<file path="config.mk">
export PLATFORM = sky130hd
export DESIGN_NAME = fifo_wr_arbiter
export DESIGN_NICKNAME = d
export VERILOG_FILES = /design/src/rtl/fifo_wr_arbiter.sv
export SDC_FILE = /design/constraint.sdc
export NUM_CORES = 1
export LEC_CHECK = 0
export CAP_MARGIN = 30
export CORE_ASPECT_RATIO = 0.7
export CORE_MARGIN = 5
export CORE_UTILIZATION = 41
export CTS_CLUSTER_DIAMETER = 40
export DETAILED_ROUTE_END_ITERATION = 6
export PLACE_DENSITY = 0.85
export SYNTH_ARGS = -nofsm -noshare
export SYNTH_HDL_FRONTEND = slang
export SYNTH_SLANG_ARGS = --single-unit
</file>
<file path="constraint.sdc">
create_clock -name clk_wr -period 5.32 [get_ports clk_wr]
set_clock_uncertainty 0.2 [all_clocks]
set_input_delay 1.064 -clock clk_wr [delete_from_list [all_inputs] [get_ports clk_wr]]
set_output_delay 1.064 -clock clk_wr [all_outputs]
set_load 0.02 [all_outputs]
</file>
<file path="src/rtl/fifo_wr_arbiter.sv">
// Round-robin write-port arbiter: NumReq requesters share one FIFO write port,
// each grant lasting up to MaxBurst accepted beats, with zero-bubble handover.
module fifo_wr_arbiter #(
  parameter int NumReq   = 4,
  parameter int Width    = 8,
  parameter int MaxBurst = 4
) (
  input  logic                    clk_wr,
  input  logic                    rst_n,
  input  logic [NumReq-1:0]       i_req_valid,
  input  logic [NumReq*Width-1:0] i_req_data,
  output logic [NumReq-1:0]       o_req_ready,
  input  logic                    i_wr_full,
  output logic                    o_wr_en,
  output logic [Width-1:0]        o_wr_data,
  output logic [NumReq-1:0]       o_grant,
  output logic                    o_busy
);

  // state | meaning
  // IDLE  | no grant, all outputs zero, arbitrate from rr_ptr
  // GRANT | requester g owns the write port until burst end or valid drop

  localparam int PtrW = $clog2(NumReq);
  localparam int CntW = $clog2(MaxBurst + 1);

  typedef enum logic {IDLE, GRANT} state_t;

  state_t            state_q, state_d;
  logic [PtrW-1:0]   g_q, g_d;
  logic [PtrW-1:0]   rr_q, rr_d;
  logic [CntW-1:0]   cnt_q, cnt_d;

  logic [PtrW:0]     pick;
  logic [PtrW-1:0]   from;
  logic [CntW-1:0]   cnt_inc;
  logic              beat;
  logic              rel;

  // Returns {found, index} of the first valid requester at or after start.
  // Scanning downward lets the nearest candidate overwrite farther ones.
  function automatic logic [PtrW:0] rr_pick(input logic [NumReq-1:0] v,
                                            input logic [PtrW-1:0]   start);
    logic [PtrW:0]   res;
    logic [PtrW-1:0] jj;
    int              j;
    res = '0;
    for (int i = NumReq - 1; i >= 0; i--) begin
      j = int'(start) + i;
      if (j >= NumReq) j = j - NumReq;
      jj = PtrW'(j);
      if (v[jj]) res = {1'b1, jj};
    end
    return res;
  endfunction

  function automatic logic [PtrW-1:0] next_idx(input logic [PtrW-1:0] idx);
    int j;
    j = int'(idx) + 1;
    if (j >= NumReq) j = 0;
    return PtrW'(j);
  endfunction

  always_comb begin
    state_d     = state_q;
    g_d         = g_q;
    rr_d        = rr_q;
    cnt_d       = cnt_q;
    pick        = '0;
    from        = '0;
    cnt_inc     = '0;
    beat        = 1'b0;
    rel         = 1'b0;
    o_req_ready = '0;
    o_wr_en     = 1'b0;
    o_wr_data   = '0;
    o_grant     = '0;
    o_busy      = 1'b0;

    case (state_q)
      IDLE: begin
        pick = rr_pick(i_req_valid, rr_q);
        if (pick[PtrW]) begin
          state_d = GRANT;
          g_d     = pick[PtrW-1:0];
          cnt_d   = '0;
        end
      end

      GRANT: begin
        o_busy           = 1'b1;
        o_grant          = {{(NumReq-1){1'b0}}, 1'b1} << g_q;
        o_req_ready[g_q] = ~i_wr_full;
        beat             = i_req_valid[g_q] & ~i_wr_full;
        o_wr_en          = beat;
        for (int k = 0; k < NumReq; k++) begin
          if (g_q == PtrW'(k)) o_wr_data = i_req_data[k*Width +: Width];
        end

        cnt_inc = cnt_q + 1'b1;
        rel     = ~i_req_valid[g_q] | (beat & (cnt_inc == CntW'(MaxBurst)));

        if (rel) begin
          // Rearbitrate in the same cycle so a waiting requester sees no bubble.
          from  = next_idx(g_q);
          rr_d  = from;
          pick  = rr_pick(i_req_valid, from);
          cnt_d = '0;
          if (pick[PtrW]) begin
            g_d = pick[PtrW-1:0];
          end else begin
            state_d = IDLE;
          end
        end else if (beat) begin
          cnt_d = cnt_inc;
        end
      end

      default: state_d = IDLE;
    endcase
  end

  always_ff @(posedge clk_wr or negedge rst_n) begin
    if (!rst_n) begin
      state_q <= IDLE;
      g_q     <= '0;
      rr_q    <= '0;
      cnt_q   <= '0;
    end else begin
      state_q <= state_d;
      g_q     <= g_d;
      rr_q    <= rr_d;
      cnt_q   <= cnt_d;
    end
  end

endmodule
</file>
-- Yosys cells after proc, flatten, opt, wreduce, memory -nomap -nowiden
Cells that the tools add are included.
- memory bits (read-only): 0
- output and inout port bits: 18
- RAM bits: 0
- memories kept: 0
- latch bits: 0
- input bits: 39
- register bits after elaboration: 8
- word-level logic and storage cells: 135
- reductions and logical operators: 5
- bitwise gates (word level): 7
- equality and inequality tests: 8
- magnitude comparators: 19
- add/sub/neg operators: 16
- divide/modulo/power cells: 0
- shift operators: 1
- mux-type cells: 75
- multiply operators: 0
- operators with widths (kind ; number):
    $mux W2 ; 26
    $mux W3 ; 14
    $mux W8 ; 5
    $lt A2 B3 Y1 const B ; 9
    $ge A3 B3 Y1 const B ; 7
    $bmux W1 S2 ; 9
    $sub A2 B1 Y2 const B ; 8
    $mux W1 ; 15
    $add A2 B2 Y3 const B ; 4
    $add A2 B1 Y3 const B ; 3
    $mux W4 ; 2
    $ge A2 B3 Y1 const B ; 2
    $ne A2 B1 Y1 const B ; 3
    $pmux W3 S2 ; 1
    $and A4 B4 Y4 ; 1
    $eq A2 B2 Y1 const B ; 2
    $pmux W2 S2 ; 1
    $reduce_and A2 Y1 ; 2
    $shl A1 B2 Y4 const A ; 1
    $add A3 B1 Y3 const B ; 1
    $eq A3 B3 Y1 const B ; 1
    $ne A3 B1 Y1 const B ; 1
    $not A1 Y1 ; 3
    $reduce_and A3 Y1 ; 1
    8 further kinds ; 9

-- Longest topological paths before layout
Gate-level depths: netlist (run 1).
- word-level depth: 23
- depth in mapped cells: 8
- gate-level depth less buffers: 7

-- Worst setup path after synthesis (run 1)
No wires, ideal clock.
- path type: input port to output port
- start point: in i_req_valid[1]
- end point: out o_wr_en
- required time: 4.056 ns
- stages on the path: 3
- path slack: 2.130 ns
- arrival time: 1.926 ns
- buffers on the path: 1
- cell sequence: buf_6 > mux4_2 > and2_1
- longest elaborated chain between the ends: 4
- RTL lines (element ; line ; source):
    start, declared ; 10 ; input logic [NumReq-1:0] i_req_valid,
    $bmux W1 S2 ; 94 ; beat = i_req_valid[g_q] & ~i_wr_full;
    $mux W1 (implied by the code) ; 94 ;
    $and A1 B1 Y1 ; 94 ;
    $mux W1 ; 80 ; case (state_q)
    end, declared ; 14 ; output logic o_wr_en,
Every way passes these cells. The select of a mux whose other input is x is not followed.

-- Worst setup path after layout (run 1)
Ends and elaborated chain as after synthesis.

==> results of run 1 <==
-- report_power, final --
group	internal, µW	leakage (µW)	switching [µW]
combinational	301	0.000508	340
sequential	84.6	0.0000970	30.0
clock	25.9	0.0000138	22.0
total	412	0.000618	392
-- routing by layer --
metal	vias up	track usage, %	wire length (µm)
met5	-	0	0
li1	616	-	-
met1	577	23.00	1513
met3	8	4.126	164
met2	42	37.50	1825
met4	0	7.143	61
-- state kept, by name, indices dropped and copies added, names as in the netlist --
signal / cells
g_q: 2
rr_q: 2
state_q: 1
cnt_q: 3
-- tightest hold or removal path: cells and delay by family (launching register included) --
kind | cells | cell delay, ns
compound gates | 1 | 0.06
flops | 1 | 0.35
simple gates | 1 | 0.05
-- through the flow --
| stage | setup WS, ns | util [%] | total power [µW] |
|---|---|---|---|
| detailed placement | 1.104 | 65.05 | 752.1 |
| global route | 1.055 | 65.99 | 866.3 |
| finish | 1.095 | 65.99 | 803.3 |
| global placement | 1.155 | 65.05 | 723.7 |
| floorplan | 2.130 | - | 508.4 |
| CTS | 1.103 | 65.99 | 803.4 |
-- cells in the mapped netlist, drive strengths merged (2+ instances only) --
library cell | instances | share of area [%]
nor2 | 6 | 2.2
a31oi | 2 | 1.2
inv | 6 | 2.2
dfrtp | 8 | 20
a21oi | 23 | 11
o311ai | 2 | 1.8
clkbuf | 8 | 3.0
ha | 6 | 7.5
nor2b | 2 | 1.2
nand2 | 23 | 8.6
nand3b | 8 | 6.0
and2 | 18 | 11
nand3 | 2 | 1.5
o21ai | 16 | 8.4
nand2b | 2 | 1.2
-- worst max-delay path by stage --
stage	from	to	slack (ns)
after floorplan	i_req_valid[1]	o_wr_en	2.13
final	i_req_valid[1]	o_wr_en	1.09
after global placement	i_req_valid[1]	o_wr_en	1.15
after CTS	i_req_valid[1]	o_wr_en	1.10
after global routing	i_req_valid[1]	o_wr_en	1.06
after detailed placement	i_req_valid[1]	o_wr_en	1.10
-- layout make-up --
| type | instances | area (µm²) | share of cell area [%] |
|---|---|---|---|
| Tap cell | 34 | 42.54 | 2.684 |
| Multi-Input combinational cell | 122 | 737.0 | 46.49 |
| Timing Repair Buffer | 56 | 560.5 | 35.36 |
| Sequential cell | 8 | 200.2 | 12.63 |
| Clock buffer | 3 | 22.52 | 1.421 |
| Inverter | 6 | 22.52 | 1.421 |
-- kinds of logic (layout without fill, tap and decap cells) --
| logic type | Yosys count | count (layout) | synth area share, % |
|---|---|---|---|
| buffers and inverters | 15 | 65 | 6.375 |
| AO/OA/AOI/OAI | 51 | 51 | 29.25 |
| adder cells (fa/ha/maj) | 6 | 6 | 7.500 |
| AND/OR/NAND/NOR | 63 | 63 | 33.50 |
| multiplexers | 2 | 2 | 3.375 |
| flip-flops | 8 | 8 | 20.00 |
==> key figures, run 1 <==
Clock tree
  – Post-CTS Setup Repair Bufs: 0
  – Largest buffer count on any clock path: 2
  – Clk root buf: clkbuf_4
  – H-tree levels: 1
  – TritonCTS clock tree: done
  – Worst-path clk slew: 0.05 ns
  – Later-pin clock latency in the skew report: 0.26 ns
  – Post-CTS sizing: 0
  – Number of CTS-inserted buffers: 3
  – CTS Sinks: 8
  – Hold Buf Count CTS: 0

Cells and area
  – Fillers: 226
  – ANT cells: 0
  – Fin nets: 242
  – Layout Area Growth over Synthesis: 58.37%
  – Most common cell after layout, fill and taps aside: clkdlybuf4s50_1
  – Design Area, Final: 1585 µm²
  – Most frequent cells in the layout: 56 x clkdlybuf4s50_1, 23 x nand2_1, 23 x a21oi_1, 17 x and2_1, 15 x o21ai_0
  – Layout Cells excl Fill: 229
  – Share of layout cells above drive strength 1: 3.590%

Synth
  – Synth Net Count: 190
  – Ys Warns: 0
  – Post-Syn Area: 1001 µm²
  – Avg Inst Size Synth: 6.903 µm²
  – Number of synthesized flops with an enable pin: 0
  – Number of library cell types mapped by synthesis: 31
  – FF+latch count, synth: 8
  – Top FF cell, synth: dfrtp_1
  – Seq/Total Area, Yosys: 20.00%
  – Mapped Cells: 145
  – Post-synthesis async set-or-reset flop share: 100.0%

Floorplan
  – Die area: 3545 µm²
  – Die Ht: 51.34 µm
  – Starting density of the core: 41.67%
  – Area of the core: 2402 µm²
  – FP Rows: 15
  – Die Width: 69.06 µm
  – IO Count: 57

Critical path
  – CP endpoint kind: output pin
  – Crit path depth: 4
  – R2R Setup Slk: 2.90 ns
  – Worst path max stage delay: 0.60 ns
  – Crit Path Class: in -> out
  – Critical path launch point type: input pin
  – Worst path slowest cell: mux4_2
  – CP cell instances: clkdlybuf4s50_1 -> mux4_2 -> and2_1 -> clkdlybuf4s50_1
  – CP arrival: 2.96 ns
  – FF-to-FF Start: g_q[0]
  – Top delay family on crit path: buffers and inverters
  – Most common cell on crit path: clkdlybuf4s50_1
  – CP Buf/Inv Count: 2
  – Reg2Reg Capture Point: g_q[1]
  – CP max FO: 10
  – R2R depth: 5
  – Crit path required time: 4.06 ns

STA
  – Hold WS: 0.2955 ns
  – Worst slew pin tran: 0.6734 ns
  – Period utilization: 79.43%
  – F_max: 0.2367 GHz
  – Slew HR: 55.11%
  – Final Max Tran Viols: 0
  – Final min period: 4.225 ns
  – Hold Vio Cnt, Final: 0
  – Unrepaired setup endpoints after global routing: false
  – Final setup fails: 0
  – Setup_tns: 0 ns

Detailed routing
  – DRC Markers: 0
  – Antenna violation net count after detailed routing: 0
  – Via density: 5.428
  – First-pass DRT Iterations: 4
  – Vias post-DR: 1243
  – Total Wirelength: 3564 µm
  – DR iter-0 viols: 59
  – Avg WL per Cell: 15.56 µm

Power and ir drop
  – Pleak: 0.0006183 µW
  – Pwr Density: 506.7 nW/µm²
  – Peak supply drop: 0.2379 mV

Global routing
  – Grt ovf: 0
  – Antenna violations before repair: 0
  – Number of global-route vias before repair: 1176
  – First-pass GRT wire length: 5678 µm
  – Total GRT Usage: 20.13%
  – Pin count of the biggest net entering global routing: 24

Min path
  – Sink of the worst hold path: cnt_q[1]
  – Worst Hold Launch: cnt_q[1]
  – Hold Path Depth: 2
  – Hold Path Class: reg -> reg

Placed design
  – # port buffers: 56
  – Placer Congestion: 0.9195
  – Dpl hpwl: 2886 µm
  – Area post-placement: 1563 µm²
  – Placed Cells: 226

Flow run
  – Max Cap Violations: 0

Outcome
  – Outcome: complete, no violations
No activity file was read; power rests on OpenSTA's default activity.
==> run 2, diff against run 1 <==
--- a/config.mk
+++ b/config.mk
@@ -8,10 +8,10 @@
 export CAP_MARGIN = 30
 export CORE_ASPECT_RATIO = 0.7
 export CORE_MARGIN = 5
-export CORE_UTILIZATION = 41
+export CORE_UTILIZATION = 34
 export CTS_CLUSTER_DIAMETER = 40
 export DETAILED_ROUTE_END_ITERATION = 6
-export PLACE_DENSITY = 0.85
+export PLACE_DENSITY = 0.76
 export SYNTH_ARGS = -nofsm -noshare
 export SYNTH_HDL_FRONTEND = slang
 export SYNTH_SLANG_ARGS = --single-unit
==> constraint.sdc (replaced) <==
create_clock -name clk_wr -period 3.56 [get_ports clk_wr]
set_clock_uncertainty 0.2 [all_clocks]
set_input_delay 0.712 -clock clk_wr [delete_from_list [all_inputs] [get_ports clk_wr]]
set_output_delay 0.712 -clock clk_wr [all_outputs]
set_load 0.02 [all_outputs]
==> run 2 against run 1 <==
  * Highest routed layer unchanged
  * Count of clock-buffer cells in the layout stayed put
  * Critical endpoint is now o_wr_data[4]
  * Total power increased by 54%
  * Largest cell class unchanged
  * Die area up 17%
  * Sequential power up 46%
  * Setup slack worse by 0.88 ns
  * Non-clock buffer count up 5
  * Final cell count grew 3.1%
  * Critical path depth grew 3
==> key figures, run 2 (synthesized netlist as in run 1, its figures left out) <==
Outcome
  – Outcome: complete, no violations (unchanged)

Global routing
  – Grt ovf: 0 (unchanged)
  – Antenna violations before repair: 0 (unchanged)
  – Pin count of the biggest net entering global routing: 23 (was 24)
  – Total GRT Usage: 16.78% (was 20.13%)
  – First-pass GRT wire length: 5637 µm (was 5678 µm)
  – Number of global-route vias before repair: 1141 (was 1176)

Clock tree
  – Worst-path clk slew: 0.04 ns (was 0.05 ns)
  – Post-CTS Setup Repair Bufs: 0 (unchanged)
  – TritonCTS clock tree: done (unchanged)
  – Largest buffer count on any clock path: 2 (unchanged)
  – Later-pin clock latency in the skew report: 0.22 ns (was 0.26 ns)
  – Clk root buf: clkbuf_8 (was clkbuf_4)
  – H-tree levels: 1 (unchanged)
  – Number of CTS-inserted buffers: 3 (unchanged)
  – CTS Sinks: 8 (unchanged)

Min path
  – Hold Path Class: reg -> reg (unchanged)
  – Sink of the worst hold path: cnt_q[2] (was cnt_q[1])
  – Worst Hold Launch: cnt_q[2] (was cnt_q[1])
  – Hold Path Depth: 2 (unchanged)

Cells and area
  – Fin nets: 247 (was 242)
  – ANT cells: 0 (unchanged)
  – Fillers: 269 (was 226)
  – Share of layout cells above drive strength 1: 7.500% (was 3.590%)
  – Top flop regs: cnt_q (3), g_q (2), rr_q (2) (unchanged)
  – Most flops, register: cnt_q (unchanged)
  – Max reg flops: 3 (unchanged)
  – Most frequent cells in the layout: 56 x clkdlybuf4s50_1, 23 x nand2_1, 23 x a21oi_1, 17 x and2_1, 15 x o21ai_0 (unchanged)
  – Most common cell after layout, fill and taps aside: clkdlybuf4s50_1 (unchanged)
  – Layout Area Growth over Synthesis: 65.00% (was 58.37%)

Floorplan
  – Die Width: 74.85 µm (was 69.06 µm)
  – Area of the core: 2803 µm² (was 2402 µm²)
  – Die Ht: 55.40 µm (was 51.34 µm)
  – Starting density of the core: 35.71% (was 41.67%)
  – IO Count: 57 (unchanged)
  – Die area: 4146 µm² (was 3545 µm²)
  – FP Rows: 16 (was 15)

Flow run
  – Max Cap Violations: 0 (unchanged)

Critical path
  – CP endpoint kind: output pin (unchanged)
  – Reg2Reg Capture Point: g_q[1] (unchanged)
  – Crit Path Class: in -> out (unchanged)
  – CP max FO: 1 (was 10)
  – CP arrival: 2.44 ns (was 2.96 ns)
  – R2R depth: 6 (was 5)
  – Crit path required time: 2.65 ns (was 4.06 ns)
  – R2R Setup Slk: 1.17 ns (was 2.90 ns)
  – Critical path launch point type: input pin (unchanged)
  – FF-to-FF Start: g_q[0] (unchanged)

Power and ir drop
  – Total Power: 1236 µW (was 803.3 µW)
  – Pleak: 0.0006447 µW (was 0.0006183 µW)
  – Peak supply drop: 0.3765 mV (was 0.2379 mV)
  – Pwr Density: 748.5 nW/µm² (was 506.7 nW/µm²)

STA
  – Period utilization: 94.09%
  – Setup_tns: 0 ns (unchanged)
  – F_max: 0.2985 GHz
  – Final Max Tran Viols: 0 (unchanged)
  – Slew HR: 59.50% (was 55.11%)
  – Unrepaired setup endpoints after global routing: false (unchanged)
  – Hold WS: 0.3015 ns (was 0.2955 ns)
  – Hold Vio Cnt, Final: 0 (unchanged)
  – Final min period: 3.350 ns
  – Final setup fails: 0 (unchanged)
  – Worst slew pin tran: 0.6075 ns (was 0.6734 ns)

Detailed routing
  – Total Wirelength: 3357 µm (was 3564 µm)
  – Vias post-DR: 1238 (was 1243)
  – Avg WL per Cell: 14.22 µm (was 15.56 µm)
  – Via density: 5.246 (was 5.428)
  – DR iter-0 viols: 45 (was 59)
  – First-pass DRT Iterations: 4 (unchanged)
  – Antenna violation net count after detailed routing: 0 (unchanged)
  – DRC Markers: 0 (unchanged)

Placed design
  – Placer Congestion: 0.8601 (was 0.9195)
  – # port buffers: 56 (unchanged)
  – Dpl hpwl: 2688 µm (was 2886 µm)
run 2: cell types whose count changed in the layout (fill, tap and decap cells not counted), sizes merged:
cell  delta
buf      +5
run 2: power by group:
part	internal, µW	leakage (µW)	switching, µW
combinational	462	0.000526	500
sequential	127	0.0000970	40.9
clock	73.0	0.0000216	32.9
run 2: how the worst max path moves through the flow:
stage / startpoint / to / slack, ns / cells after the start
4_1_cts: g_q[1] / o_wr_data[4] / 0.09 / 8
5_1_grt: g_q[1] / o_wr_data[4] / 0.04 / 8
3_3_place_gp: i_req_valid[3] / o_wr_en / 0.25 / 4
2_1_floorplan: g_q[0] / o_wr_data[6] / 1.04 / 7
3_5_place_dp: i_req_data[4] / o_wr_data[4] / 0.22 / 7
6_report: i_req_data[4] / o_wr_data[4] / 0.21 / 7
run 2: layout make-up:
cell class / count / area [µm²] / area share [%]
multi-input cells: 122 / 744.5 / 45.08
repair buffers: 61 / 598.1 / 36.21
clock buffers: 3 / 41.29 / 2.500
flip-flops and latches: 8 / 200.2 / 12.12
well taps: 36 / 45.04 / 2.727
inverters: 6 / 22.52 / 1.364
run 2: what timing repair did:
action | CTS | global route
hold buffers | 0 | 0
gates resized for setup | 0 | 3
endpoints found under the setup margin | 0 | 8
run 2: critical path, cell delays in order:
cell and delay [ns]:
clkdlybuf4s50_1 0.46, nand3b_1 0.07, a21oi_1 0.17, a21oi_1 0.06
o21ai_0 0.20, and2_1 0.16, clkdlybuf4s50_1 0.60
run 2: per-layer routing:
layer | track usage, % | up-vias | share of wire [%]
met1 | 21.57 | 578 | 42
li1 | - | 620 | -
met3 | 2.536 | 2 | 5.3
met4 | 3.807 | 0 | 0.42
met2 | 28.91 | 38 | 52
met5 | 0 | - | 0
run 2: metrics by stage:
step / utilization (%) / setup slack [ns] / area [µm²] / std cells
2_1_floorplan: - / 1.042 / 1001 / 145
3_3_place_gp: 57.19 / 0.2488 / 1603 / 233
3_5_place_dp: 57.19 / 0.2151 / 1603 / 233
4_1_cts: 58.66 / 0.09000 / 1644 / 236
5_1_grt: 58.93 / 0.04142 / 1652 / 236
6_report: 58.93 / 0.2104 / 1652 / 236
